$ cat config.mk
export PLATFORM = sky130hd
export DESIGN_NAME = zero_one_event_counter
export DESIGN_NICKNAME = d
export VERILOG_FILES = /design/src/rtl/zero_one_event_counter.sv
export SDC_FILE = /design/constraint.sdc
export NUM_CORES = 1
export LEC_CHECK = 0
export ABC_AREA = 1
export CORE_MARGIN = 2
export CORE_UTILIZATION = 48
export DETAILED_ROUTE_END_ITERATION = 8
export GPL_TIMING_DRIVEN = 0
export PLACE_DENSITY = 0.81
export SLEW_MARGIN = 20
export SYNTH_ARGS = -nofsm -noshare
export SYNTH_HDL_FRONTEND = slang
export SYNTH_SLANG_ARGS = --single-unit
export TNS_END_PERCENT = 5
$ cat constraint.sdc
create_clock -name clk -period 1.41 [get_ports clk]
set_input_delay 0.282 -clock clk [delete_from_list [all_inputs] [get_ports clk]]
set_output_delay 0.282 -clock clk [all_outputs]
set_load 0.005 [all_outputs]
$ cat src/rtl/zero_one_event_counter.sv
// ----------------------------------------------------------------------------
// zero_one_event_counter
//   Counts one-cycle detection pulses from the "01" sequence detector over
//   back-to-back windows of WINDOW cycles. It offers each window's result
//   through a one-entry valid/ready report buffer. The count saturates at
//   2**CNT_W-1, and that condition is flagged. When a result finds the buffer
//   still occupied, the result is discarded and noted in the next report that
//   does get loaded.
//
// Ports
//   clk        in   1      single clock, rising edge
//   rst        in   1      asynchronous reset, active low (0 = reset)
//   en         in   1      windowing enable
//   det        in   1      detection pulse
//   rpt_ready  in   1      downstream accepts the report while rpt_valid=1
//   rpt_valid  out  1      report buffer holds an unconsumed report
//   rpt_count  out  CNT_W  detections counted in the reported window
//   rpt_sat    out  1      count saturated during the reported window
//   rpt_drop   out  1      at least one earlier result was discarded
//   busy       out  1      counting a window (state COUNT)
// ----------------------------------------------------------------------------
module zero_one_event_counter #(
    parameter int WINDOW = 16,
    parameter int CNT_W  = 8
) (
    input  logic             clk,
    input  logic             rst,
    input  logic             en,
    input  logic             det,
    input  logic             rpt_ready,
    output logic             rpt_valid,
    output logic [CNT_W-1:0] rpt_count,
    output logic             rpt_sat,
    output logic             rpt_drop,
    output logic             busy
);

    localparam int                WIN_W    = (WINDOW > 1) ? $clog2(WINDOW) : 1;
    localparam logic [WIN_W-1:0]  WIN_LAST = WIN_W'(WINDOW - 1);
    localparam logic [WIN_W-1:0]  WIN_ONE  = WIN_W'(1'b1);
    localparam logic [CNT_W-1:0]  CNT_ONE  = CNT_W'(1'b1);
    localparam logic [CNT_W-1:0]  CNT_MAX  = {CNT_W{1'b1}};

    typedef enum logic [0:0] {
        ST_IDLE  = 1'b0,
        ST_COUNT = 1'b1
    } state_t;

    state_t             r_state;
    logic [WIN_W-1:0]   r_win_cnt;
    logic [CNT_W-1:0]   r_acc;
    logic               r_acc_sat;
    logic               r_drop_pend;
    logic               r_rpt_valid;
    logic [CNT_W-1:0]   r_rpt_count;
    logic               r_rpt_sat;
    logic               r_rpt_drop;

    state_t             w_state_nxt;
    logic [WIN_W-1:0]   w_win_nxt;
    logic [CNT_W-1:0]   w_acc_nxt;
    logic               w_sat_nxt;
    logic [CNT_W-1:0]   w_acc_step;
    logic               w_sat_step;
    logic               w_win_end;
    logic               w_load;
    logic               w_drop_pend_nxt;
    logic               w_rpt_valid_nxt;
    logic [CNT_W-1:0]   w_rpt_count_nxt;
    logic               w_rpt_sat_nxt;
    logic               w_rpt_drop_nxt;

    // Accumulator after this edge's det: saturating add, sticky saturation flag
    always_comb begin
        w_acc_step = r_acc;
        w_sat_step = r_acc_sat;
        if (det) begin
            if (r_acc == CNT_MAX) begin
                w_sat_step = 1'b1;
            end else begin
                w_acc_step = r_acc + CNT_ONE;
            end
        end else begin
            w_acc_step = r_acc;
        end
    end

    // Window end includes this edge's det; a load is possible when the buffer
    // is free or is being emptied on the same edge
    always_comb begin
        w_win_end = (r_state == ST_COUNT) && en && (r_win_cnt == WIN_LAST);
        w_load    = w_win_end && (!r_rpt_valid || rpt_ready);
    end

    // Next-state and window bookkeeping
    always_comb begin
        w_state_nxt = r_state;
        w_win_nxt   = r_win_cnt;
        w_acc_nxt   = r_acc;
        w_sat_nxt   = r_acc_sat;
        case (r_state)
            ST_IDLE: begin
                if (en) begin
                    w_state_nxt = ST_COUNT;
                    w_win_nxt   = '0;
                    w_acc_nxt   = '0;
                    w_sat_nxt   = 1'b0;
                end else begin
                    w_state_nxt = ST_IDLE;
                end
            end
            ST_COUNT: begin
                if (!en) begin
                    // Abort: partial window is discarded, report side untouched
                    w_state_nxt = ST_IDLE;
                    w_win_nxt   = '0;
                    w_acc_nxt   = '0;
                    w_sat_nxt   = 1'b0;
                end else if (w_win_end) begin
                    // Next window starts on the following edge with no gap
                    w_win_nxt   = '0;
                    w_acc_nxt   = '0;
                    w_sat_nxt   = 1'b0;
                end else begin
                    w_win_nxt   = r_win_cnt + WIN_ONE;
                    w_acc_nxt   = w_acc_step;
                    w_sat_nxt   = w_sat_step;
                end
            end
            default: begin
                w_state_nxt = ST_IDLE;
                w_win_nxt   = '0;
                w_acc_nxt   = '0;
                w_sat_nxt   = 1'b0;
            end
        endcase
    end

    // Report buffer: load, drop-on-full, or plain handshake consumption
    always_comb begin
        w_rpt_valid_nxt = r_rpt_valid;
        w_rpt_count_nxt = r_rpt_count;
        w_rpt_sat_nxt   = r_rpt_sat;
        w_rpt_drop_nxt  = r_rpt_drop;
        w_drop_pend_nxt = r_drop_pend;
        if (w_load) begin
            w_rpt_valid_nxt = 1'b1;
            w_rpt_count_nxt = w_acc_step;
            w_rpt_sat_nxt   = w_sat_step;
            w_rpt_drop_nxt  = r_drop_pend;
            w_drop_pend_nxt = 1'b0;
        end else if (w_win_end) begin
            // Buffer occupied and not accepted this edge: result is lost
            w_drop_pend_nxt = 1'b1;
        end else if (r_rpt_valid && rpt_ready) begin
            w_rpt_valid_nxt = 1'b0;
        end else begin
            w_rpt_valid_nxt = r_rpt_valid;
        end
    end

    // State, window and report registers
    always_ff @(posedge clk or negedge rst) begin
        if (!rst) begin
            r_state     <= ST_IDLE;
            r_win_cnt   <= '0;
            r_acc       <= '0;
            r_acc_sat   <= 1'b0;
            r_drop_pend <= 1'b0;
            r_rpt_valid <= 1'b0;
            r_rpt_count <= '0;
            r_rpt_sat   <= 1'b0;
            r_rpt_drop  <= 1'b0;
        end else begin
            r_state     <= w_state_nxt;
            r_win_cnt   <= w_win_nxt;
            r_acc       <= w_acc_nxt;
            r_acc_sat   <= w_sat_nxt;
            r_drop_pend <= w_drop_pend_nxt;
            r_rpt_valid <= w_rpt_valid_nxt;
            r_rpt_count <= w_rpt_count_nxt;
            r_rpt_sat   <= w_rpt_sat_nxt;
            r_rpt_drop  <= w_rpt_drop_nxt;
        end
    end

    assign rpt_valid = r_rpt_valid;
    assign rpt_count = r_rpt_count;
    assign rpt_sat   = r_rpt_sat;
    assign rpt_drop  = r_rpt_drop;
    assign busy      = (r_state == ST_COUNT);

endmodule

Yosys cells after proc, flatten, opt, wreduce, memory -nomap -nowiden

Index checks and enable logic that the tools add are counted.

Memories kept: 0
Bits in read-only memories: 0
Bits in latches: 0
Register bits after elaboration: 26
Logic and storage cells: 47
Input bits: 5
RAM bits: 0

Add/sub/neg operators: 2
Shifts and indexed selects: 0
Order comparisons: 0
Reductions and logical operators: 9
$mul: 0
Multiplexer cells: 22
Bitwise gates (word level): 1
Equality and inequality tests: 4
Divide/modulo/power cells: 0

Operators with widths:

| operator                                      | number |
|---|---|
| 2-to-1 mux 8 bit                              | 5 |
| one-hot mux 8 bit (2 select lines)            | 1 |
| 2-to-1 mux 4 bit                              | 3 |
| 2-to-1 mux 1 bit                              | 11 |
| adder 8 x 1 -> 8 bit, second input constant   | 1 |
| equality test 8 bit, second input constant    | 1 |
| one-hot mux 4 bit (2 select lines)            | 1 |
| adder 4 x 1 -> 4 bit, second input constant   | 1 |
| equality test 4 bit, second input constant    | 1 |
| logical AND 1 bit                             | 4 |
| nonzero test 2 bit                            | 2 |
| != test 2 x 1 -> 1 bit, second input constant | 1 |
| != test 2 bit, second input constant          | 1 |
| one-hot mux 1 bit (2 select lines)            | 1 |
| AND reduction 2 bit                           | 1 |
| zero test 1 bit                               | 1 |
| logical OR 1 bit                              | 1 |
| NOT 1 bit                                     | 1 |

Depth between registers and ports, before layout

Word-level depth: 6
Gate-level depth with buffers: 8
Gate-level depth less buffers: 8

Least setup slack after synthesis

No wires, ideal clock.

Path type: flip-flop to flip-flop
Start point: register r_win_cnt[0]
End point: register r_rpt_count[4], in the netlist rpt_count[4]
Setup slack: 0.076 ns
Arrival time: 1.217 ns
Clock period less this slack: 1.334 ns
Stages on the path, launching flop included: 9
Cells stage by stage: dfrtp_1 > ha_1 > nand3_2 > or2_4 > nor2_4 > inv_2 > buf_6 > nand2_1 > nand2_1

Longest elaborated chain between the ends: 3

RTL lines:

| item                   | line | RTL |
|---|---|---|
| start, declared        | 50   | `logic [WIN_W-1:0] r_win_cnt;` |
| start signal, assigned | 176  | `r_win_cnt <= w_win_nxt;` |
| equality test 4 bit    | 91   | `w_win_end = (r_state == ST_COUNT) && en && (r_win_cnt == WIN_LAST);` |
| logical AND 1 bit      | 91   |  |
| logical AND 1 bit      | 92   | `w_load = w_win_end && (!r_rpt_valid \|\| rpt_ready);` |
| end signal, assigned   | 181  | `r_rpt_count <= w_rpt_count_nxt;` |
| end, declared          | 55   | `logic [CNT_W-1:0] r_rpt_count;` |

No other way between the ends.
A chain may end at the register's enable or synchronous reset.

Worst setup path in the final report

Start point: register r_win_cnt[0]
End point: register r_rpt_count[1], in the netlist rpt_count[1]

The elaborated chain is that of the path after synthesis.

==> impl_metrics.toml <==
[finish]
n_antenna_cell = 0
fin_util = 0.6396
drive_above_1_share = 0.1622
fin_nets = 193
finalNonFillerCells = 215
area_growth_pct = 24.56
fill_cells = 201

[critical_path]
cp_slowest_stage_delay_ns = 0.46
path_class = "reg2reg"
end_kind = "register"
path_cells = "ha_4 > nand3_2 > or2_4 > nor2_4 > inv_2 > buf_6 > nand2_1 > nand2_1"
r2r_slack_ns = -0.03
startpoint_type = "register"
cp_common_cell = "nand2_1"
startpoint = "r_win_cnt[0]"
r2r_cells = 8
rr_startpoint = "r_win_cnt[0]"
crit_arrival_ns = 1.67
critPathCapture = "rpt_count[1]"
r2r_end = "rpt_count[1]"
worst_ep_required_time_ns = 1.64
cp_max_fo = 10
cp_slowest_cell = "dfrtp_1"

[sta]
slew-limit-headroom = 0.6245
worst_slew_pin_slew_ns = 0.5632
setup_ws_ns = -0.02969
min_period_ns = 1.440
setup_tns_ns = -0.1718
finalHoldViolCount = 0
finClkSkew_ns = 0.002016
holdWs_ns = 0.4432
fmax_mhz = 694.6
period_share = 1.021
drv_slew = 0
rsz0062_at_grt = "yes"
setup_violations = 9

[place]
place_congestion = 0.8103
portBuffers = 16
place_ws_ns = -0.3446
hpwlAfterDp_um = 1876
placed_cells = 204

[drt]
detail_route.vias_per_cell = 5.149
drt_pre_antenna_iters = 5
ant_nets = 0
drt-wirelength-per-cell_um = 12.20
drc_errors = 0
via_count = 1107
drtIter0Drc = 32
routed_wl_um = 2622

[die]
initial_utilization = 0.5135
die_w_um = 55.72
dieArea_sq_um = 3104
rows = 18
boundaryPins = 17
core-area_sq_um = 2500
dieHeight_um = 55.72

[outcome]
violations = "negative setup slack"
status = "complete, but fails checks"

[clock_network]
max-clock-path-buffers = 2
cts_buffers = 3
path_clk_slew_ns = 0.13
clock_latency_ns = 0.32
cts_tree = "yes"
root_buffer = "clkbuf_4"
cts.sinks = 26
h-tree-depth = 1

[synth]
syn_inst = 158
synth_cell_type_count = 23
ys_seq_area_frac = 0.5068
ys_async_sr_fraction = 1.000
avgSynthCellArea_sq_um = 8.125
ys_ff_latch = 26
syn_area_sq_um = 1284
syn_nets = 165
synth-edff-count = 0
yosysWarnings = 0
synth_ff_type = "dfrtp_1"

[power_and_ir_drop]
comb_power_share = 0.076
leakage_nw = 0.8733
ir_worst_vdd_mv = 0.5527
p_clk_frac = 0.302
seqPwrFrac = 0.622
switching_share = 0.2266
power_switching_mw = 0.2795
internal_power_mw = 0.9543
powerDensity_nw_per_um2 = 771.6

[global_route]
grt_pass1_wl_um = 4464
grt_use_total = 0.1775
grt_max_degree = 27
globalRouteOverflowTotal = 0
antenna_found_initial = 0
grt_pass1_vias = 1039

[flow_run]
maxCapViolations = 0

[hold_path]
hold_depth = 4
hold_class = "in2reg"
synth_stat cells, types with 2 or more instances:
library cell / instances / area share
nand2_1: 62 / 0.18
ha_1: 2 / 0.019
buf_6: 2 / 0.018
a21oi_1: 2 / 0.0078
o21ai_0: 6 / 0.023
dfrtp_1: 26 / 0.51
nand4_1: 2 / 0.0097
inv_1: 16 / 0.047
nor2_1: 3 / 0.0088
nor2_4: 2 / 0.018
nand3_2: 2 / 0.016
nand3_1: 22 / 0.086
through the flow:
stage          total power [mW]  area, sq um
3_5_place_dp             0.8551         1481
3_3_place_gp             0.8506         1481
6_report                  1.234         1599
4_1_cts                   1.220         1528
2_1_floorplan            0.8127         1284
5_1_grt                   1.277         1599
power groups by stage:
stage,Combinational (mW),Clock (mW),Sequential (mW)
after floorplan,0.0337,0,0.779
after global placement,0.0708,0,0.780
after detailed placement,0.0744,0,0.781
after CTS,0.0767,0.377,0.766
after global routing,0.106,0.401,0.769
final,0.0939,0.373,0.767
flip-flops by register name, indices dropped and copies added, names as in the netlist:
signal / count
r_acc: 8
r_win_cnt: 4
r_acc_sat: 1
rpt_sat: 1
rpt_drop: 1
busy: 1
r_drop_pend: 1
rpt_count: 8
rpt_valid: 1
placed cells by master, fill, tap and decap left out, types with 2 or more instances in the layout:
cell type / n
nand3_1: 20
clkdlybuf4s50_1: 2
nand4_1: 2
inv_2: 3
nand2_1: 61
buf_6: 2
nor2_1: 2
dfrtp_1: 26
o21ai_0: 6
dlygate4sd2_1: 12
clkbuf_4: 3
nor2_4: 3
nand3_2: 3
a21oi_1: 2
inv_1: 14
buf_4: 6
critical path, delay by kind of cell (launching register included):
kind / cells / cell delay, ns
simple gates: 5 / 0.54
buf+inv: 2 / 0.18
flops: 1 / 0.46
fa+ha+maj: 1 / 0.17
how the worst min path moves through the flow:
stage	endpoint	from
detailed placement	rpt_count[3]	rpt_count[3]
CTS	busy	en
finish	rpt_count[0]	det
floorplan	busy	rst
global placement	rpt_count[6]	rpt_count[6]
global route	rpt_count[0]	det
layout make-up:
type                       instances  area (sq um)  area share
inverter                          17         63.81     0.03991
multi-input combinational        112         585.6      0.3662
clock buffer                       4         36.28     0.02269
tap                               30         37.54     0.02347
buffer                             3         27.53     0.01721
sequential                        26         650.6      0.4069
timing repair buffer              23         197.7      0.1236
kinds of logic after synthesis:
group | count (synthesis) | share of synthesized area
flops | 26 | 0.5068
fa+ha+maj | 2 | 0.01949
compound gates | 12 | 0.05654
xor+xnor | 1 | 0.006824
simple gates | 97 | 0.3402
buf+inv | 20 | 0.07017
metal layers:
| layer | part of all wire | up-vias | global-route usage |
|---|---|---|---|
| met1 | 0.47 | 520 | 0.2294 |
| met5 | 0 | - | 0 |
| li1 | - | 557 | - |
| met3 | 0.035 | 3 | 0.03023 |
| met4 | 0.0084 | 0 | 0.05923 |
| met2 | 0.49 | 27 | 0.3010 |
repair_timing:
action / 4_1_cts / 5_1_grt
resized for setup: 14 / 12
hold endpoints to repair: 0 / 26
pin swaps: 1 / 2
buffers inserted: 2 / 4
hold buffers: 0 / 1
endpoints found under the setup margin: 22 / 23
No activity file was read; power rests on OpenSTA's default activity.
==> variant 1 (same flow settings) <==
Put one more register stage on the output `rpt_count`, with the module's reset. The value now appears one clock later. The other outputs are not delayed to match.
--- a/src/rtl/zero_one_event_counter.sv
+++ b/src/rtl/zero_one_event_counter.sv
@@ -187,3 +187,9 @@
     assign rpt_valid = r_rpt_valid;
-    assign rpt_count = r_rpt_count;
+    always_ff @(posedge clk or negedge rst) begin
+        if (!rst) begin
+            rpt_count <= '0;
+        end else begin
+            rpt_count <= r_rpt_count;
+        end
+    end
     assign rpt_sat   = r_rpt_sat;
Formal check against the unedited RTL: same outputs for any inputs over 10 cycles, from zero or initial values and one cycle with rst low; that may be too few to reach the edited logic, so the function may still have changed.
==> variant 1 against the original RTL <==
Non-clock buffer count stayed put; maximum frequency is 3.2% higher; clock skew is 0.0094 ns higher; via count is 6.2% higher; worst setup slack better by 0.044 ns; core utilization is 2.1 points lower; power is 40% higher; design area is 17% higher; die area is 17% higher; critical path depth stayed put; wire length is 2.7% lower; area after synthesis is 18% higher; hold slack worse by 0.060 ns; sequential cell count is 8 higher.
==> variant 1: results <==
export IMPL_n_antenna_cell=0
export IMPL_outcome="finished clean"
export IMPL_grt_usage_pct=17.4
export IMPL_first_pass_iters=4
export IMPL_grt_max_degree=19
export IMPL_cts_buffers=5
export IMPL_hold_slack_ns=0.384
export IMPL_grt_pass1_vias=1026
export IMPL_num_fill_cells=281
export IMPL_postSynthAreaPerCell_sq_um=8.67
export IMPL_synthTopCellsByArea="dfrtp_1 56%, nand2_1 17%, nand3_1 5.6%, inv_1 4.2%, nor2_1 1.7%"
export IMPL_fin_nets=213
export IMPL_cp_max_fo=8
export IMPL_cts_hold_buf=1
export IMPL_synth_nets=182
export IMPL_async_flop_share_pct=100
export IMPL_skew_ns=0.0114
export IMPL_dp_hpwl_mm=1.82
export IMPL_crit_slowest_cell="dfrtp_1"
export IMPL_place_inst=236
export IMPL_hold_end="rpt_count[6]"
export IMPL_postCtsSetupRepairBufs=2
export IMPL_slowest_delay_ns=0.39
export IMPL_synth_seq_area_share_pct=56.1
export IMPL_ir_drop_mv=0.478
export IMPL_grt_pass1_wl_mm=4.49
export IMPL_slew_headroom_pct=71.8
export IMPL_hold_depth=0
export IMPL_postPlaceCellArea_sq_mm=0.00175
export IMPL_vias_per_cell=4.69
export IMPL_rr_endpoint="r_rpt_count[3]"
export IMPL_path_delay_family="simple AND/OR/NAND/NOR gates"
export IMPL_clock_latency_ns=0.33
export IMPL_grt_antenna_before_repair=0
export IMPL_dr_first_iter_drc_count=32
export IMPL_wl_per_cell_microns=10.2
export IMPL_pre_cts_slack_ns=-0.263
export IMPL_fin_setup_tns_ns=0
export IMPL_hp_start="r_rpt_count[6]"
export IMPL_yosys_cell_types_count=25
export IMPL_regToRegSetupSlack_ns=0.01
export IMPL_final_cells=251
export IMPL_drive_above_1_share_pct=17.9
export IMPL_cts_root_buf="clkbuf_4"
export IMPL_ctsHtreeMaxLevel=2
export IMPL_gp_congestion=0.808
export IMPL_synth_commonest_cells="67 x nand2_1, 34 x dfrtp_1, 17 x inv_1, 17 x nand3_1, 7 x nor2_1"
export IMPL_top_regs="r_acc x8, r_rpt_count x8, rpt_count x8"
export IMPL_hp_class="flip-flop to flip-flop"
export IMPL_clock_fmax_ghz=0.717
export IMPL_clk_pin_slew_ns=0.09
export IMPL_cts_resized=13
export IMPL_leakagePower_uw=0.00101
## variant 1: cell count changes after synthesis, sizes merged, moves of 2 or more
| cell | unedited run | this run |
|---|---|---|
| o21ai | 7 | 5 |
| o211ai | 0 | 2 |
| a21oi | 2 | 4 |
| nand2 | 62 | 70 |
| inv | 17 | 22 |
| nor2 | 6 | 12 |
| nand3 | 24 | 17 |
| dfrtp | 26 | 34 |
## variant 1: logic make-up (layout without fill, tap and decap cells)
kind of cell	Yosys count	in the layout	synth area share, %
flip-flops	34	34	56.1
AO/OA/AOI/OAI	13	13	5.36
buffers and inverters	24	56	6.60
adder cells (fa/ha/maj)	2	2	1.65
AND/OR/NAND/NOR	101	101	29.7
XOR/XNOR	1	1	0.578
## variant 1: cell type report
cell class | instances | area (sq um) | share of cell area [%]
Sequential cell | 34 | 851 | 45.4
Timing Repair Buffer | 24 | 223 | 11.9
Multi-Input combinational cell | 117 | 578 | 30.8
Inverter | 22 | 87.6 | 4.67
Clock inverter | 1 | 5.00 | 0.267
Tap cell | 44 | 55.1 | 2.94
Buffer | 2 | 20.0 | 1.07
Clock buffer | 7 | 55.1 | 2.94
## variant 1: where the power goes
| part | switching, uW | internal (uW) | leakage [uW] |
|---|---|---|---|
| Clock | 300 | 241 | 0.0000353 |
| Sequential | 26.3 | 1000 | 0.000464 |
| Combinational | 78.3 | 75.5 | 0.000514 |
| Total | 405 | 1320 | 0.00101 |
## variant 1: per-layer routing
metal | global-route usage (%) | vias up | routed length (microns)
li1 | - | 616 | -
met1 | 22.8 | 530 | 1230
met2 | 25.8 | 25 | 1160
met3 | 5.84 | 5 | 106
met4 | 8.57 | 0 | 54
met5 | 0 | - | 0
==> variant 2 (same settings) <==
Made on the original files. Set the parameter `CNT_W` to 10 (it was 8).
--- a/src/rtl/zero_one_event_counter.sv
+++ b/src/rtl/zero_one_event_counter.sv
@@ -23,3 +23,3 @@
     parameter int WINDOW = 16,
-    parameter int CNT_W  = 8
+    parameter int CNT_W  = 10
 ) (
Ports: changed (resized rpt_count); port bits go from 17 to 19. No check against the original RTL was run, so the function may have changed too.
==> variant 2 against the original RTL <==
The flow still finishes with violations (negative setup slack); count of clock-buffer cells in the layout increased by 3; non-clock buffer count down 1; sequential cell count increased by 4; area after synthesis increased by 16%; worst setup slack worse by 0.021 ns; sequential share of layout area is 0.15 points lower; wire length up 16%; power grew 17%; design area rose by 16%; largest power group unchanged.
==> variant 2: results <==
export IMPL_power_internal_uw=1090
export IMPL_fin_setup_tns_ns=-0.293
export IMPL_critPathArrivalTime_ns=1.69
export IMPL_worst_slack_ns=-0.0508
export IMPL_grt_max_degree=31
export IMPL_tightest_slew_ns=0.639
export IMPL_ctsHtreeMaxLevel=2
export IMPL_synthTopCellsByArea="dfrtp_1 50%, nand2_1 20%, nand3_1 8.4%, inv_1 5.8%, o21ai_0 2.7%"
export IMPL_met1_usage_pct=25.6
export IMPL_gp_congestion=0.856
export IMPL_first_pass_iters=4
export IMPL_wl_per_cell_microns=11.8
export IMPL_fin_nets=232
export IMPL_met2_usage_pct=30.1
export IMPL_drive_above_1_share_pct=13.8
export IMPL_outcome="finished with violations"
export IMPL_grt_pass1_vias=1174
export IMPL_io_buffers=18
export IMPL_setup_viol=12
export IMPL_yosysTopAreaCellShare_pct=50.5
export IMPL_clk_pin_slew_ns=0.09
export IMPL_dp_hpwl_mm=1.92
export IMPL_skew_ns=0.00175
export IMPL_synth_commonest_cells="78 x nand2_1, 30 x dfrtp_1, 25 x nand3_1"
export IMPL_slowest_delay_ns=0.42
export IMPL_pre_cts_slack_ns=-0.393
export IMPL_yosys_cell_types_count=22
export IMPL_ir_drop_mv=0.555
export IMPL_grtUsageMet3_pct=4.55
export IMPL_leakagePower_uw=0.00100
export IMPL_num_fill_cells=257
export IMPL_failed_checks="negative setup slack"
## variant 2: cell types whose count changed after synthesis, moves of 2 or more
cell and delta:
dfrtp_1 +4, inv_1 +7, nand2_1 +16, nand3_1 +3, nor2_1 +6, o21ai_0 +2
o21ai_1 +2
## variant 2: critical path: cells and delay by family, from the launching register on
family,cells,cell delay (ns)
fa+ha+maj,1,0.18
buf+inv,2,0.21
flops,1,0.42
simple gates,5,0.55
## variant 2: area by class of cell
cell class,instances,share of cell area [%]
plain buffers,3,1.28
inverters,25,5.14
repair buffers,22,10.4
flip-flops and latches,30,40.5
multi-input cells,138,38.0
clock buffers,7,2.43
well taps,33,2.23
## variant 2: final timing paths
path                       slack (ns)      endpoint  depth (start not counted)         start
min in group asynchronous        0.50  rpt_count[9]                          2           rst
max                             -0.05  rpt_count[2]                          8  r_win_cnt[1]
min                              0.43      r_acc[0]                          4           det
max in group asynchronous        0.50  r_win_cnt[1]                          2           rst
min reg2reg                      0.48  rpt_count[3]                          2  rpt_count[3]
max reg2reg                     -0.05  rpt_count[2]                          8  r_win_cnt[1]
## variant 2: kinds of logic after synthesis
family / Yosys count / share of synthesized area, %
flip-flops: 30 / 50.5
XOR/XNOR: 1 / 0.589
adder cells (fa/ha/maj): 2 / 1.68
AO/OA/AOI/OAI: 14 / 4.96
buffers and inverters: 28 / 7.82
AND/OR/NAND/NOR: 120 / 34.5
## variant 2: per-layer routing
layer	up-vias	share of wire, %
met5	-	0
met1	603	48
li1	676	-
met4	0	1.2
met2	22	47
met3	6	3.7
## variant 2: stage by stage
stage               cells  hold slack, ns  utilization [%]  total power [uW]  area (sq um)
floorplan             195         -0.0136                -               929          1490
global placement      246           0.462             56.9               972          1710
detailed placement    246           0.345             56.8               972          1700
CTS                   254           0.440             58.5              1440          1760
global route          258           0.439             61.7              1500          1850
finish                258           0.429             61.7              1440          1850
## variant 2: what timing repair did
item                                    in CTS  in global routing
hold endpoints to repair                    30                  0
gates cloned                                 0                  1
endpoints found under the setup margin      37                 26
hold buffers                                 1                  0
resized for setup                           19                 18
setup buffers                                0                  3
pin swaps                                    2                  3
## variant 2: power by group through the flow
stage	Clock [uW]	Sequential, uW	Combinational [uW]
after floorplan	0	896	33.6
after global placement	0	897	75.0
after detailed placement	0	897	74.7
after CTS	478	880	77.9
after global routing	512	884	107
final	466	882	90.4
